<file path="config.mk">
export PLATFORM = sky130hd
export DESIGN_NAME = miriscv_timer_flat
export DESIGN_NICKNAME = d
export VERILOG_FILES = /design/src/rtl/miriscv_timer_if.sv /design/src/rtl/miriscv_timer.sv /design/src/flat_wrapper.sv
export SDC_FILE = /design/constraint.sdc
export NUM_CORES = 1
export LEC_CHECK = 0
export CAP_MARGIN = 20
export CORE_MARGIN = 2
export CORE_UTILIZATION = 40
export CTS_BUF_LIST = sky130_fd_sc_hd__clkbuf_2
export CTS_CLUSTER_DIAMETER = 80
export DETAILED_ROUTE_END_ITERATION = 7
export PLACE_DENSITY = 0.61
export SYNTH_ARGS = -nofsm -noshare
export SYNTH_HDL_FRONTEND = slang
export SYNTH_SLANG_ARGS = --single-unit
</file>
<file path="constraint.sdc">
create_clock -name clk_i -period 4.1 [get_ports clk_i]
set_input_delay 0.82 -clock clk_i [delete_from_list [all_inputs] [get_ports clk_i]]
set_output_delay 0.82 -clock clk_i [all_outputs]
set_load 0.1 [all_outputs]
</file>
<file path="src/rtl/miriscv_timer_if.sv">
// Bus and interrupt handshake signals of the miriscv timer peripheral.
// The master side is the core plus the interrupt controller; the slave side is the timer.
interface miriscv_timer_if;
  logic        req_i;
  logic        we_i;
  logic [3:0]  be_i;
  logic [31:0] addr_i;
  logic [31:0] wdata_i;
  logic [31:0] rdata_o;
  logic        int_req_o;
  logic        int_fin_i;

  modport master (
    output req_i, we_i, be_i, addr_i, wdata_i, int_fin_i,
    input  rdata_o, int_req_o
  );

  modport slave (
    input  req_i, we_i, be_i, addr_i, wdata_i, int_fin_i,
    output rdata_o, int_req_o
  );
endinterface

</file>
<file path="src/rtl/miriscv_timer.sv">
// Memory-mapped prescaled timer with compare match, sticky status and an
// interrupt request held until the controller returns the finish pulse.
//
// state | meaning
// IDLE  | no request outstanding, int_req_o low
// REQ   | request raised, waiting for int_fin_i
module miriscv_timer #(
  parameter logic [31:0] RESET_COMPARE = 32'hFFFF_FFFF
) (
  input  logic           clk_i,
  input  logic           rst_i,
  miriscv_timer_if.slave bus
);

  typedef enum logic {IDLE = 1'b0, REQ = 1'b1} irq_state_e;

  localparam logic [2:0] OFS_CTRL     = 3'd0;
  localparam logic [2:0] OFS_PRESCALE = 3'd1;
  localparam logic [2:0] OFS_COMPARE  = 3'd2;
  localparam logic [2:0] OFS_COUNT    = 3'd3;
  localparam logic [2:0] OFS_STATUS   = 3'd4;

  logic [2:0]  ctrl;
  logic [15:0] prescale;
  logic [31:0] compare;
  logic [31:0] count;
  logic [15:0] presc_cnt;
  logic        match_flag;
  logic        overrun_flag;
  logic [31:0] rdata_q;

  irq_state_e  state_q, state_d;
  logic        queued_q, queued_d;
  logic        set_overrun;

  logic        wr, rd;
  logic [2:0]  sel;
  logic        wr_ctrl, wr_prescale, wr_compare, wr_count, w1c;
  logic        en, auto_reload, irq_en;
  logic        tick, match, irq_event;
  logic [31:0] rd_val;
  logic        unused_addr;

  function automatic logic [31:0] merge_bytes(input logic [31:0] old,
                                              input logic [31:0] wd,
                                              input logic [3:0]  be);
    logic [31:0] res;
    res = old;
    for (int i = 0; i < 4; i++)
      if (be[i]) res[8*i +: 8] = wd[8*i +: 8];
    return res;
  endfunction

  assign unused_addr = ^{bus.addr_i[31:5], bus.addr_i[1:0]};

  assign wr  = bus.req_i & bus.we_i;
  assign rd  = bus.req_i & ~bus.we_i;
  assign sel = bus.addr_i[4:2];

  assign wr_ctrl     = wr && (sel == OFS_CTRL);
  assign wr_prescale = wr && (sel == OFS_PRESCALE);
  assign wr_compare  = wr && (sel == OFS_COMPARE);
  assign wr_count    = wr && (sel == OFS_COUNT);
  assign w1c         = wr && (sel == OFS_STATUS) && bus.be_i[0];

  assign en          = ctrl[0];
  assign auto_reload = ctrl[1];
  assign irq_en      = ctrl[2];

  // A COUNT write suppresses the tick's match; compare uses the pre-write COMPARE.
  assign tick      = en && (presc_cnt == prescale);
  assign match     = tick && !wr_count && (count == compare);
  assign irq_event = match && irq_en;

  always_comb begin
    state_d     = state_q;
    queued_d    = 1'b0;
    set_overrun = 1'b0;
    case (state_q)
      IDLE: begin
        if (irq_event || queued_q) state_d = REQ;
      end
      REQ: begin
        if (bus.int_fin_i) begin
          state_d  = IDLE;
          queued_d = irq_event;
        end else if (irq_event) begin
          set_overrun = 1'b1;
        end
      end
      default: state_d = IDLE;
    endcase
  end

  always_ff @(posedge clk_i or posedge rst_i) begin
    if (rst_i) begin
      state_q  <= IDLE;
      queued_q <= 1'b0;
    end else begin
      state_q  <= state_d;
      queued_q <= queued_d;
    end
  end

  always_ff @(posedge clk_i or posedge rst_i) begin
    if (rst_i) begin
      ctrl     <= 3'b000;
      prescale <= 16'h0000;
      compare  <= RESET_COMPARE;
    end else begin
      if (wr_ctrl && bus.be_i[0]) ctrl <= bus.wdata_i[2:0];
      if (wr_prescale) begin
        if (bus.be_i[0]) prescale[7:0]  <= bus.wdata_i[7:0];
        if (bus.be_i[1]) prescale[15:8] <= bus.wdata_i[15:8];
      end
      if (wr_compare) compare <= merge_bytes(compare, bus.wdata_i, bus.be_i);
    end
  end

  always_ff @(posedge clk_i or posedge rst_i) begin
    if (rst_i) begin
      count     <= 32'h0;
      presc_cnt <= 16'h0;
    end else begin
      if (wr_count || !en || tick) presc_cnt <= 16'h0;
      else                         presc_cnt <= presc_cnt + 16'd1;

      if (wr_count)                  count <= merge_bytes(count, bus.wdata_i, bus.be_i);
      else if (match && auto_reload) count <= 32'h0;
      else if (tick)                 count <= count + 32'd1;
    end
  end

  // Setting a sticky flag takes priority over a same-cycle clear.
  always_ff @(posedge clk_i or posedge rst_i) begin
    if (rst_i) begin
      match_flag   <= 1'b0;
      overrun_flag <= 1'b0;
    end else begin
      if (match)                       match_flag <= 1'b1;
      else if (w1c && bus.wdata_i[0])  match_flag <= 1'b0;
      if (set_overrun)                 overrun_flag <= 1'b1;
      else if (w1c && bus.wdata_i[2])  overrun_flag <= 1'b0;
    end
  end

  always_comb begin
    rd_val = 32'h0;
    case (sel)
      OFS_CTRL:     rd_val = {29'h0, ctrl};
      OFS_PRESCALE: rd_val = {16'h0, prescale};
      OFS_COMPARE:  rd_val = compare;
      OFS_COUNT:    rd_val = count;
      OFS_STATUS:   rd_val = {29'h0, overrun_flag, (state_q == REQ), match_flag};
      default:      rd_val = 32'h0;
    endcase
  end

  always_ff @(posedge clk_i or posedge rst_i) begin
    if (rst_i)   rdata_q <= 32'h0;
    else if (rd) rdata_q <= rd_val;
  end

  assign bus.rdata_o   = rdata_q;
  assign bus.int_req_o = (state_q == REQ);

endmodule

</file>
<file path="src/flat_wrapper.sv">
// flat-port wrapper written by rule: the top's interface ports become plain ports
module miriscv_timer_flat 
#(
  parameter logic [31:0] RESET_COMPARE = 32'hFFFF_FFFF
)
  (clk_i, rst_i, bus_req_i, bus_we_i, bus_be_i, bus_addr_i, bus_wdata_i, bus_int_fin_i, bus_rdata_o, bus_int_req_o);
  miriscv_timer_if bus_i ();
  input  logic clk_i;
  input  logic rst_i;
  input wire logic [$bits(bus_i.req_i)-1:0] bus_req_i;
  input wire logic [$bits(bus_i.we_i)-1:0] bus_we_i;
  input wire logic [$bits(bus_i.be_i)-1:0] bus_be_i;
  input wire logic [$bits(bus_i.addr_i)-1:0] bus_addr_i;
  input wire logic [$bits(bus_i.wdata_i)-1:0] bus_wdata_i;
  input wire logic [$bits(bus_i.int_fin_i)-1:0] bus_int_fin_i;
  output wire logic [$bits(bus_i.rdata_o)-1:0] bus_rdata_o;
  output wire logic [$bits(bus_i.int_req_o)-1:0] bus_int_req_o;
  assign bus_i.req_i = bus_req_i;
  assign bus_i.we_i = bus_we_i;
  assign bus_i.be_i = bus_be_i;
  assign bus_i.addr_i = bus_addr_i;
  assign bus_i.wdata_i = bus_wdata_i;
  assign bus_i.int_fin_i = bus_int_fin_i;
  assign bus_rdata_o = bus_i.rdata_o;
  assign bus_int_req_o = bus_i.int_req_o;
  miriscv_timer #(.RESET_COMPARE(RESET_COMPARE)) u_core (.clk_i(clk_i), .rst_i(rst_i), .bus(bus_i));
endmodule
</file>
==> impl_metrics.csv, run 1 <==
group,metric,value,unit
global_routing,grt.overflow.total,0,
worst_setup_path,criticalPathCategory,"reg -> out",
sta,worst_slack,953,ps
clocking,cts_resized,0,
min_path,hold_path_class,"reg -> reg",
synthesis,syn_area,7550,sq um
sta,fmax,318,MHz
worst_setup_path,cp_slowest_stage_delay,1160,ps
cells_and_area,syn_to_final_growth,16.3,%
synthesis,yosys_most_used_dff,"dfrtp_1",
sta,finalSetupTns,0,ps
sta,holdWs,504,ps
cells_and_area,drive_above_1_share,0.187,
cells_and_area,n_fill_cell,1802,
placed_design,pre_cts_ws,782,ps
status,outcome,"finished, final reports clean",
floorplan,die_h,141,um
route,firstDrtPassIters,5,
global_routing,grt_pass1_wl,32.2,mm
synthesis,yosysWarnings,0,
clocking,cts.clk_slew.worst_paths,210,ps
floorplan,die_w,141,um
route,wirelength,19.8,mm
worst_setup_path,cp_top_family,"buffers and inverters",
global_routing,antenna_found_initial,0,
worst_setup_path,crit_buf_inv,1,
placed_design,port-buffer-count,76,
global_routing,grt_pass1_vias,5836,
synthesis,netlist_instances,763,
sta,post-route-period-util,0.768,
sta,worst_slew_pin_slew,1060,ps
global_routing,grt_max_degree,136,
synthesis,ys_types,58,
synthesis,synth_area_per_cell,9.90,sq um
route,drc,0,
cells_and_area,final_nets,896,
sta,finClkSkew,42.4,ps
sta,slew_violations,0,
clocking,cts_hold_buf,0,
power,pwr-share-seq,0.469,
worst_setup_path,cp-start-kind,"register",
floorplan,pin_count,106,
synthesis,ys_ff_latch,135,
clocking,clock_path_buffers,2,
power,p_comb_frac,0.273,
power,power_switching,1.37,mW
clocking,clock-root-buffer,"clkbuf_2",
cells_and_area,multi_input_area,3840,sq um
synthesis,synth_edf_count,0,
job,drv_cap,0,
power,pwr-share-clk,0.258,
cells_and_area,regArea,3420,sq um
worst_setup_path,crit_chain,"clkdlybuf4s50_1",
clocking,insertion_delay,740,ps
clocking,clock_sinks,135,
sta,hold_viol,0,
worst_setup_path,cp_slowest_cell,"clkdlybuf4s50_1",
synthesis,syn_nets,838,
placed_design,dp_hpwl,14.2,mm
floorplan,die_area,20000,sq um
power,p_int,2.43,mW
floorplan,rows,50,
clocking,cts_buffers,17,
route,viasPerCell,5.63,
synthesis,async_flop_share,1.00,
floorplan,start_util,0.405,
sta,rsz0062_at_grt,"false",
power,vdd_drop_max,0.000195,V
route,ant_nets,0,
synthesis,seq_area_frac_synth,0.453,
worst_setup_path,crit_path_end_kind,"output port",
route,vias,6018,
sta,setup_viol,0,
clocking,cts_tree,"built",
power,p_leak,3.66,nW
power,cellPowerDensity,432,nW/um^2
placed_design,gp_congestion,0.872,
global_routing,grt_use_total,0.207,
clocking,post_cts_buffers,0,
power,p_sw_frac,0.360,
worst_setup_path,cp_data_required_time,3280,ps
worst_setup_path,cp_max_fo,5,
route,wl_per_cell,18.5,um
sta,max_slew_margin,0.284,
route,drt_iter0_drc,567,
floorplan,core,18600,sq um
clocking,cts_max_level,4,
sta,fin_crit,3150,ps
worst_setup_path,cp.arrival,2330,ps
power,p_total,3.80,mW
cells_and_area,antenna_cells,0,
cell type report:
cell class	instances	share of cell area
clock inverter	13	0.0228
multi-input combinational	563	0.437
timing repair buffer	91	0.102
tap	234	0.0333
sequential	135	0.389
clock buffer	19	0.0108
inverter	13	0.00598
cells by family after synthesis:
| logic type | after synthesis | share of synthesized area |
|---|---|---|
| xor+xnor | 66 | 0.0765 |
| mux | 87 | 0.126 |
| compound gates | 133 | 0.112 |
| simple gates | 275 | 0.190 |
| fa+ha+maj | 2 | 0.00331 |
| flops | 135 | 0.453 |
| buf+inv | 65 | 0.0396 |
cell usage in the layout, fill, tap and decap left out, drive strengths merged, types with 8 or more instances in the layout:
| cell type | instances |
|---|---|
| dfrtp | 103 |
| nand2 | 77 |
| clkdlybuf4s50 | 75 |
| mux2 | 63 |
| o21ai | 53 |
| xor2 | 49 |
| nand3 | 42 |
| nor2 | 41 |
| dfstp | 32 |
| nand4 | 29 |
| mux2i | 24 |
| and3 | 19 |
| clkbuf | 19 |
| xnor2 | 17 |
| a22oi | 16 |
| buf | 16 |
| a21oi | 14 |
| inv | 14 |
| nor4 | 13 |
| and2 | 10 |
| nand2b | 9 |
| o211ai | 8 |
cell usage after synthesis, types with 7 or more instances:
library cell	number	area share
and2_1	9	0.0075
nand4_1	29	0.024
xnor2_1	17	0.020
dfstp_2	32	0.11
mux2_2	63	0.094
dfrtp_1	103	0.34
o21ai_0	53	0.035
a21oi_1	14	0.0093
clkbuf_1	32	0.016
xor2_1	49	0.057
a31oi_1	7	0.0058
nand2_1	77	0.038
and3_1	19	0.016
o211ai_1	8	0.0080
nand2b_1	9	0.0075
buf_2	11	0.0073
mux2i_1	24	0.032
nor2_1	41	0.020
inv_1	13	0.0065
nand3_1	40	0.027
nor2b_1	7	0.0058
a22oi_1	16	0.016
nor4_1	12	0.0099
per-stage QoR:
step / util / cell area (sq um) / cells
5_1_grt: 0.471 / 8790 / 1068
6_report: 0.471 / 8790 / 1068
2_1_floorplan: - / 7560 / 763
3_5_place_dp: 0.456 / 8490 / 1036
3_3_place_gp: 0.456 / 8490 / 1036
4_1_cts: 0.471 / 8790 / 1068
power groups by stage:
stage               Combinational (mW)  Clock (mW)  Sequential (mW)
floorplan                        0.553           0             1.97
global placement                  1.03           0             1.80
detailed placement                1.04           0             1.81
CTS                               1.05        1.00             1.78
global route                      1.13        1.06             1.81
finish                            1.04       0.980             1.78
sequential cells by signal, summed over array words and instances, names as in the netlist:
| register | cells |
|---|---|
| u_core.ctrl | 3 |
| u_core.overrun_flag | 1 |
| u_core.compare | 32 |
| u_core.bus.int_req_o | 1 |
| u_core.match_flag | 1 |
| u_core.count | 32 |
| u_core.presc_cnt | 16 |
| u_core.bus.rdata_o | 32 |
| u_core.prescale | 16 |
| u_core.queued_q | 1 |
routing by layer:
layer	track usage	vias up	part of all wire
met5	0	-	0
li1	-	2871	-
met3	0.0358	18	0.042
met1	0.290	2990	0.47
met4	0.0542	0	0.011
met2	0.334	139	0.47
path summary, 6_finish.rpt:
path | depth (start not counted) | slack [ps] | end | start
setup / recovery | 1 | 950 | bus_int_req_o | u_core.bus.int_req_o$_DFF_PP0_
hold / removal | 2 | 500 | u_core.bus.rdata_o[29]$_DFFE_PP0P_ | u_core.bus.rdata_o[29]$_DFFE_PP0P_
hold reg to reg | 2 | 500 | u_core.bus.rdata_o[29]$_DFFE_PP0P_ | u_core.bus.rdata_o[29]$_DFFE_PP0P_
max in group asynchronous | 3 | 2940 | u_core.prescale[14]$_DFFE_PP0P_ | rst_i
setup reg to reg | 7 | 1070 | u_core.count[26]$_DFFE_PP0P_ | u_core.count[18]$_DFFE_PP0P_
min in group asynchronous | 3 | 630 | u_core.queued_q$_DFF_PP0_ | rst_i
(Power assumes the default switching activity.)
==> run 2: changes to the inputs <==
--- a/config.mk
+++ b/config.mk
@@ -11,7 +11,7 @@
 export CTS_BUF_LIST = sky130_fd_sc_hd__clkbuf_2
 export CTS_CLUSTER_DIAMETER = 80
 export DETAILED_ROUTE_END_ITERATION = 7
-export PLACE_DENSITY = 0.61
+export PLACE_DENSITY = 0.59
 export SYNTH_ARGS = -nofsm -noshare
 export SYNTH_HDL_FRONTEND = slang
 export SYNTH_SLANG_ARGS = --single-unit
==> constraint.sdc (replaced) <==
create_clock -name clk_i -period 3 [get_ports clk_i]
set_input_delay 0.6 -clock clk_i [delete_from_list [all_inputs] [get_ports clk_i]]
set_output_delay 0.6 -clock clk_i [all_outputs]
set_load 0.1 [all_outputs]
==> impl_metrics.csv, run 2 (synthesized netlist as in run 1, its figures left out) <==
group,metric,value,unit
sta,post-route-period-util,0.911,
route,wl_per_cell,19.1,um
sta,setup_viol,0,
clocking,clock_sinks,135,
route,viasPerCell,5.72,
power,p_leak,3.82,nW
route,ant_nets,0,
floorplan,die_w,141,um
floorplan,core,18600,sq um
worst_setup_path,r2r_start,"u_core.compare[21]$_DFFE_PP1P_",
clocking,cts_resized,0,
placed_design,gp_congestion,0.888,
worst_setup_path,crit_path_end_kind,"register",
floorplan,die_h,141,um
power,cellPowerDensity,570,nW/um^2
power,p_comb_frac,0.293,
sta,hold_viol,0,
worst_setup_path,criticalPathCategory,"reg -> reg",
cells_and_area,layout_common_cells,"103 x dfrtp_1, 77 x nand2_1, 72 x buf_4",
clocking,cts.clk_slew.worst_paths,220,ps
global_routing,grt.overflow.total,0,
global_routing,antenna_found_initial,1,
sta,slew_violations,0,
job,drv_cap,0,
power,power_switching,1.91,mW
global_routing,grt_max_degree,62,
global_routing,grt_pass1_wl,34.1,mm
worst_setup_path,cp_data_required_time,3630,ps
sta,finalSetupTns,0,ps
worst_setup_path,cp_max_fo,10,
status,outcome,"finished, final reports clean",
floorplan,rows,50,
sta,finClkSkew,33.1,ps
clocking,cts_tree,"built",
route,drt_iter0_drc,398,
power,pwr-share-clk,0.229,
floorplan,die_area,20000,sq um
worst_setup_path,crit_buf_inv,0,
worst_setup_path,cp_top_family,"simple AND/OR/NAND/NOR gates",
sta,worst_slew_pin_slew,613,ps
power,vdd_drop_max,0.000238,V
worst_setup_path,crit_chain,"xor2_1 > nor4_1 > nand4_1 > or3_1 > a31o_2 > a211o_1",
route,vias,6277,
placed_design,port-buffer-count,76,
worst_setup_path,cp.arrival,3370,ps
clocking,cts_max_level,4,
sta,max_slew_margin,0.587,
cells_and_area,utilization,0.476,
cells_and_area,syn_to_final_growth,17.5,%
clocking,post_cts_buffers,0,
power,pwr-share-seq,0.478,
clocking,cts_buffers,17,
clocking,insertion_delay,750,ps
placed_design,dp_hpwl,15.4,mm
clocking,clock_path_buffers,2,
cells_and_area,drive_above_1_share,0.250,
cells_and_area,final_nets,923,
floorplan,pin_count,106,
worst_setup_path,cp_slowest_stage_delay,600,ps
worst_setup_path,critPathLaunch,"u_core.compare[21]$_DFFE_PP1P_",
clocking,cts_hold_buf,0,
worst_setup_path,cp_slowest_cell,"dfstp_2",
cells_and_area,n_fill_cell,1785,
global_routing,grt_pass1_vias,6248,
route,wirelength,20.9,mm
sta,fmax,366,MHz
power,p_int,3.15,mW
route,drc,0,
clocking,clock-root-buffer,"clkbuf_2",
floorplan,start_util,0.405,
min_path,hold_path_class,"in -> async",
sta,rsz0062_at_grt,"false",
global_routing,grt_use_total,0.219,
sta,fin_crit,2730,ps
route,firstDrtPassIters,5,
cells_and_area,layout_commonest_cell,"dfrtp_1",
power,p_sw_frac,0.378,
worst_setup_path,cp-start-kind,"register",
run 2: cell type report:
type	count	area, sq um	share of cell area
multi-input cells	563	3840	0.432
diodes	2	5.00	0.000564
inverters	13	52.6	0.00592
repair buffers	118	1030	0.116
flip-flops and latches	135	3420	0.385
well taps	234	293	0.0330
clock buffers	17	85.1	0.00958
clock inverters	15	161	0.0182
run 2: metrics by stage:
step	area, sq um	setup WS [ps]	instances	hold slack, ps	power [mW]
after floorplan	7560	658	763	448	3.45
after global placement	8630	161	1063	461	3.90
after detailed placement	8630	110	1063	471	3.94
after CTS	8870	209	1095	203	5.11
after global routing	8880	40.2	1097	212	5.36
final	8880	267	1097	243	5.06
run 2: power groups by stage:
stage,logic (mW),registers (mW),clock network [mW]
global route,1.62,2.46,1.28
global placement,1.47,2.43,0
CTS,1.49,2.42,1.20
detailed placement,1.49,2.45,0
floorplan,0.756,2.70,0
finish,1.48,2.42,1.16
run 2: worst paths after layout:
| kind | endpoint | slack [ps] | cells past startpoint |
|---|---|---|---|
| max | u_core.count[9]$_DFFE_PP0P_ | 270 | 6 |
| min | u_core.count[6]$_DFFE_PP0P_ | 240 | 2 |
| max reg2reg | u_core.count[9]$_DFFE_PP0P_ | 270 | 6 |
| min reg2reg | u_core.bus.rdata_o[1]$_DFFE_PP0P_ | 500 | 2 |
| max in group asynchronous | u_core.compare[16]$_DFFE_PP1P_ | 1990 | 3 |
| min in group clk_i | u_core.count[1]$_DFFE_PP0P_ | 380 | 5 |
run 2: worst reg2reg max path: cells and delay by family (launching register included):
kind             cells  cell delay, ps
AO/OA/AOI/OAI        2             590
XOR/XNOR             1             100
flip-flops           1             600
AND/OR/NAND/NOR      3            1340
run 2: layer usage:
layer,vias to the layer above,wire length (um),GRT usage,share of wire
met5,-,0,0,0
met4,0,599,0.0905,0.029
met3,41,1130,0.0388,0.054
met2,204,10000,0.355,0.48
met1,3108,9170,0.290,0.44
li1,2924,-,-,-
==> run 3: changes to the inputs <==
--- a/config.mk
+++ b/config.mk
@@ -11,7 +11,7 @@
 export CTS_BUF_LIST = sky130_fd_sc_hd__clkbuf_2
 export CTS_CLUSTER_DIAMETER = 80
 export DETAILED_ROUTE_END_ITERATION = 7
-export PLACE_DENSITY = 0.59
+export PLACE_DENSITY = 0.71
 export SYNTH_ARGS = -nofsm -noshare
 export SYNTH_HDL_FRONTEND = slang
 export SYNTH_SLANG_ARGS = --single-unit
==> constraint.sdc (replaced) <==
create_clock -name clk_i -period 2.65 [get_ports clk_i]
set_input_delay 0.53 -clock clk_i [delete_from_list [all_inputs] [get_ports clk_i]]
set_output_delay 0.53 -clock clk_i [all_outputs]
set_load 0.1 [all_outputs]
==> impl_metrics.csv, run 3 (synthesized netlist as in run 1, its figures left out) <==
group,metric,value,unit
floorplan,start_util,0.405,
route,drc,0,
route,ant_nets,0,
sta,rsz0062_at_grt,"true",
cells_and_area,antenna_cells,0,
worst_setup_path,cp.arrival,3230,ps
cells_and_area,layout_common_cells,"106 x buf_4, 103 x dfrtp_1, 77 x nand2_1",
floorplan,die_h,141,um
sta,slew_violations,0,
global_routing,grt_pass1_vias,6257,
clocking,cts_buffers,17,
global_routing,grt_pass1_wl,32.8,mm
cells_and_area,syn_to_final_growth,21.4,%
floorplan,die_w,141,um
sta,worst_slew_pin_slew,568,ps
sta,post-route-period-util,0.972,
global_routing,antenna_found_initial,0,
sta,fmax,388,MHz
route,viasPerCell,5.60,
clocking,clock_path_buffers,2,
clocking,clock_sinks,135,
global_routing,grt_use_total,0.209,
clocking,insertion_delay,780,ps
job,drv_cap,0,
route,drt_iter0_drc,466,
sta,hold_viol,0,
worst_setup_path,cp_max_fo,10,
placed_design,dpl_cell_area,8920,sq um
route,firstDrtPassIters,6,
route,wl_per_cell,17.8,um
floorplan,die_area,20000,sq um
sta,finClkSkew,52.0,ps
power,cellPowerDensity,629,nW/um^2
worst_setup_path,criticalPathCategory,"reg -> reg",
status,outcome,"finished, final reports clean",
clocking,clock-root-buffer,"clkbuf_2",
cells_and_area,finalInstanceArea,9170,sq um
cells_and_area,final_nets,960,
placed_design,port-buffer-count,76,
min_path,hold-path-cell-count,5,
clocking,cts_max_level,4,
cells_and_area,n_fill_cell,1755,
sta,setup_viol,0,
power,vdd_drop_max,0.000315,V
cells_and_area,drive_above_1_share,0.283,
floorplan,pin_count,106,
cells_and_area,layout_commonest_cell,"buf_4",
worst_setup_path,crit_path_end_kind,"register",
power,p_leak,3.99,nW
placed_design,gp_congestion,0.937,
floorplan,rows,50,
power,p_total,5.76,mW
sta,max_slew_margin,0.621,
global_routing,grt_max_degree,87,
clocking,cts_tree,"built",
floorplan,core,18600,sq um
route,wirelength,20.1,mm
worst_setup_path,ff2ff_path_depth,7,
global_routing,grt.overflow.total,0,
clocking,cts.clk_slew.worst_paths,200,ps
min_path,hold_path_class,"in -> reg",
sta,fin_crit,2580,ps
route,vias,6335,
placed_design,dp_hpwl,14.8,mm
worst_setup_path,cp-start-kind,"register",
worst_setup_path,cp_data_required_time,3310,ps
run 3: where the power goes:
group          switching (mW)  internal [mW]  total [mW]
Combinational            1.10          0.726        1.83
Clock                   0.813          0.433        1.25
Sequential              0.275           2.41        2.69
run 3: layer usage:
layer / global-route usage / wire, um
met1: 0.289 / 9270
met2: 0.326 / 9310
met3: 0.0364 / 1000
met4: 0.0863 / 555
met5: 0 / 0
run 3: area by class of cell:
cell class	instances	area, sq um	share of cell area
Tap cell	234	293	0.0319
Timing Repair Buffer	155	1330	0.145
Inverter	13	52.6	0.00573
Clock buffer	19	95.1	0.0104
Sequential cell	135	3420	0.373
Multi-Input combinational cell	563	3840	0.419
Clock inverter	13	134	0.0146
run 3: worst max-delay path: stages (launching register included):
cell	delay (ps)
dfstp_2	620
xor2_1	120
nor4_1	260
buf_4	170
nand4_1	170
or3_1	530
a31o_2	290
a211o_1	290
run 3: worst paths after layout:
path / start / end / slack, ps
worst min-delay path: bus_addr_i[2] / u_core.count[1]$_DFFE_PP0P_ / 280
min in group asynchronous: rst_i / u_core.bus.rdata_o[6]$_DFFE_PP0P_ / 530
worst max-delay path: u_core.compare[3]$_DFFE_PP1P_ / u_core.count[9]$_DFFE_PP0P_ / 70
worst min register to register: u_core.bus.rdata_o[20]$_DFFE_PP0P_ / u_core.bus.rdata_o[20]$_DFFE_PP0P_ / 500
max in group asynchronous: rst_i / u_core.compare[16]$_DFFE_PP1P_ / 1350
worst max register to register: u_core.compare[3]$_DFFE_PP1P_ / u_core.count[9]$_DFFE_PP0P_ / 70
run 3: metrics by stage:
stage	hold WS (ps)	setup WS, ps	cells	TNS, ps	utilization
6_report	279	74.9	1132	0	0.492
5_1_grt	311	-9.83	1132	-20.5	0.492
4_1_cts	256	98.1	1132	0	0.491
3_5_place_dp	473	-19.9	1099	-66.3	0.479
3_3_place_gp	463	0.568	1099	0	0.479
2_1_floorplan	448	308	763	0	-
run 3: timing repair:
| action | CTS | global route |
|---|---|---|
| resized for setup | 0 | 1 |
| hold endpoints to repair | 5 | 0 |
| setup endpoints to repair | 0 | 7 |
| buffers inserted | 0 | 0 |
| hold buffers | 1 | 0 |
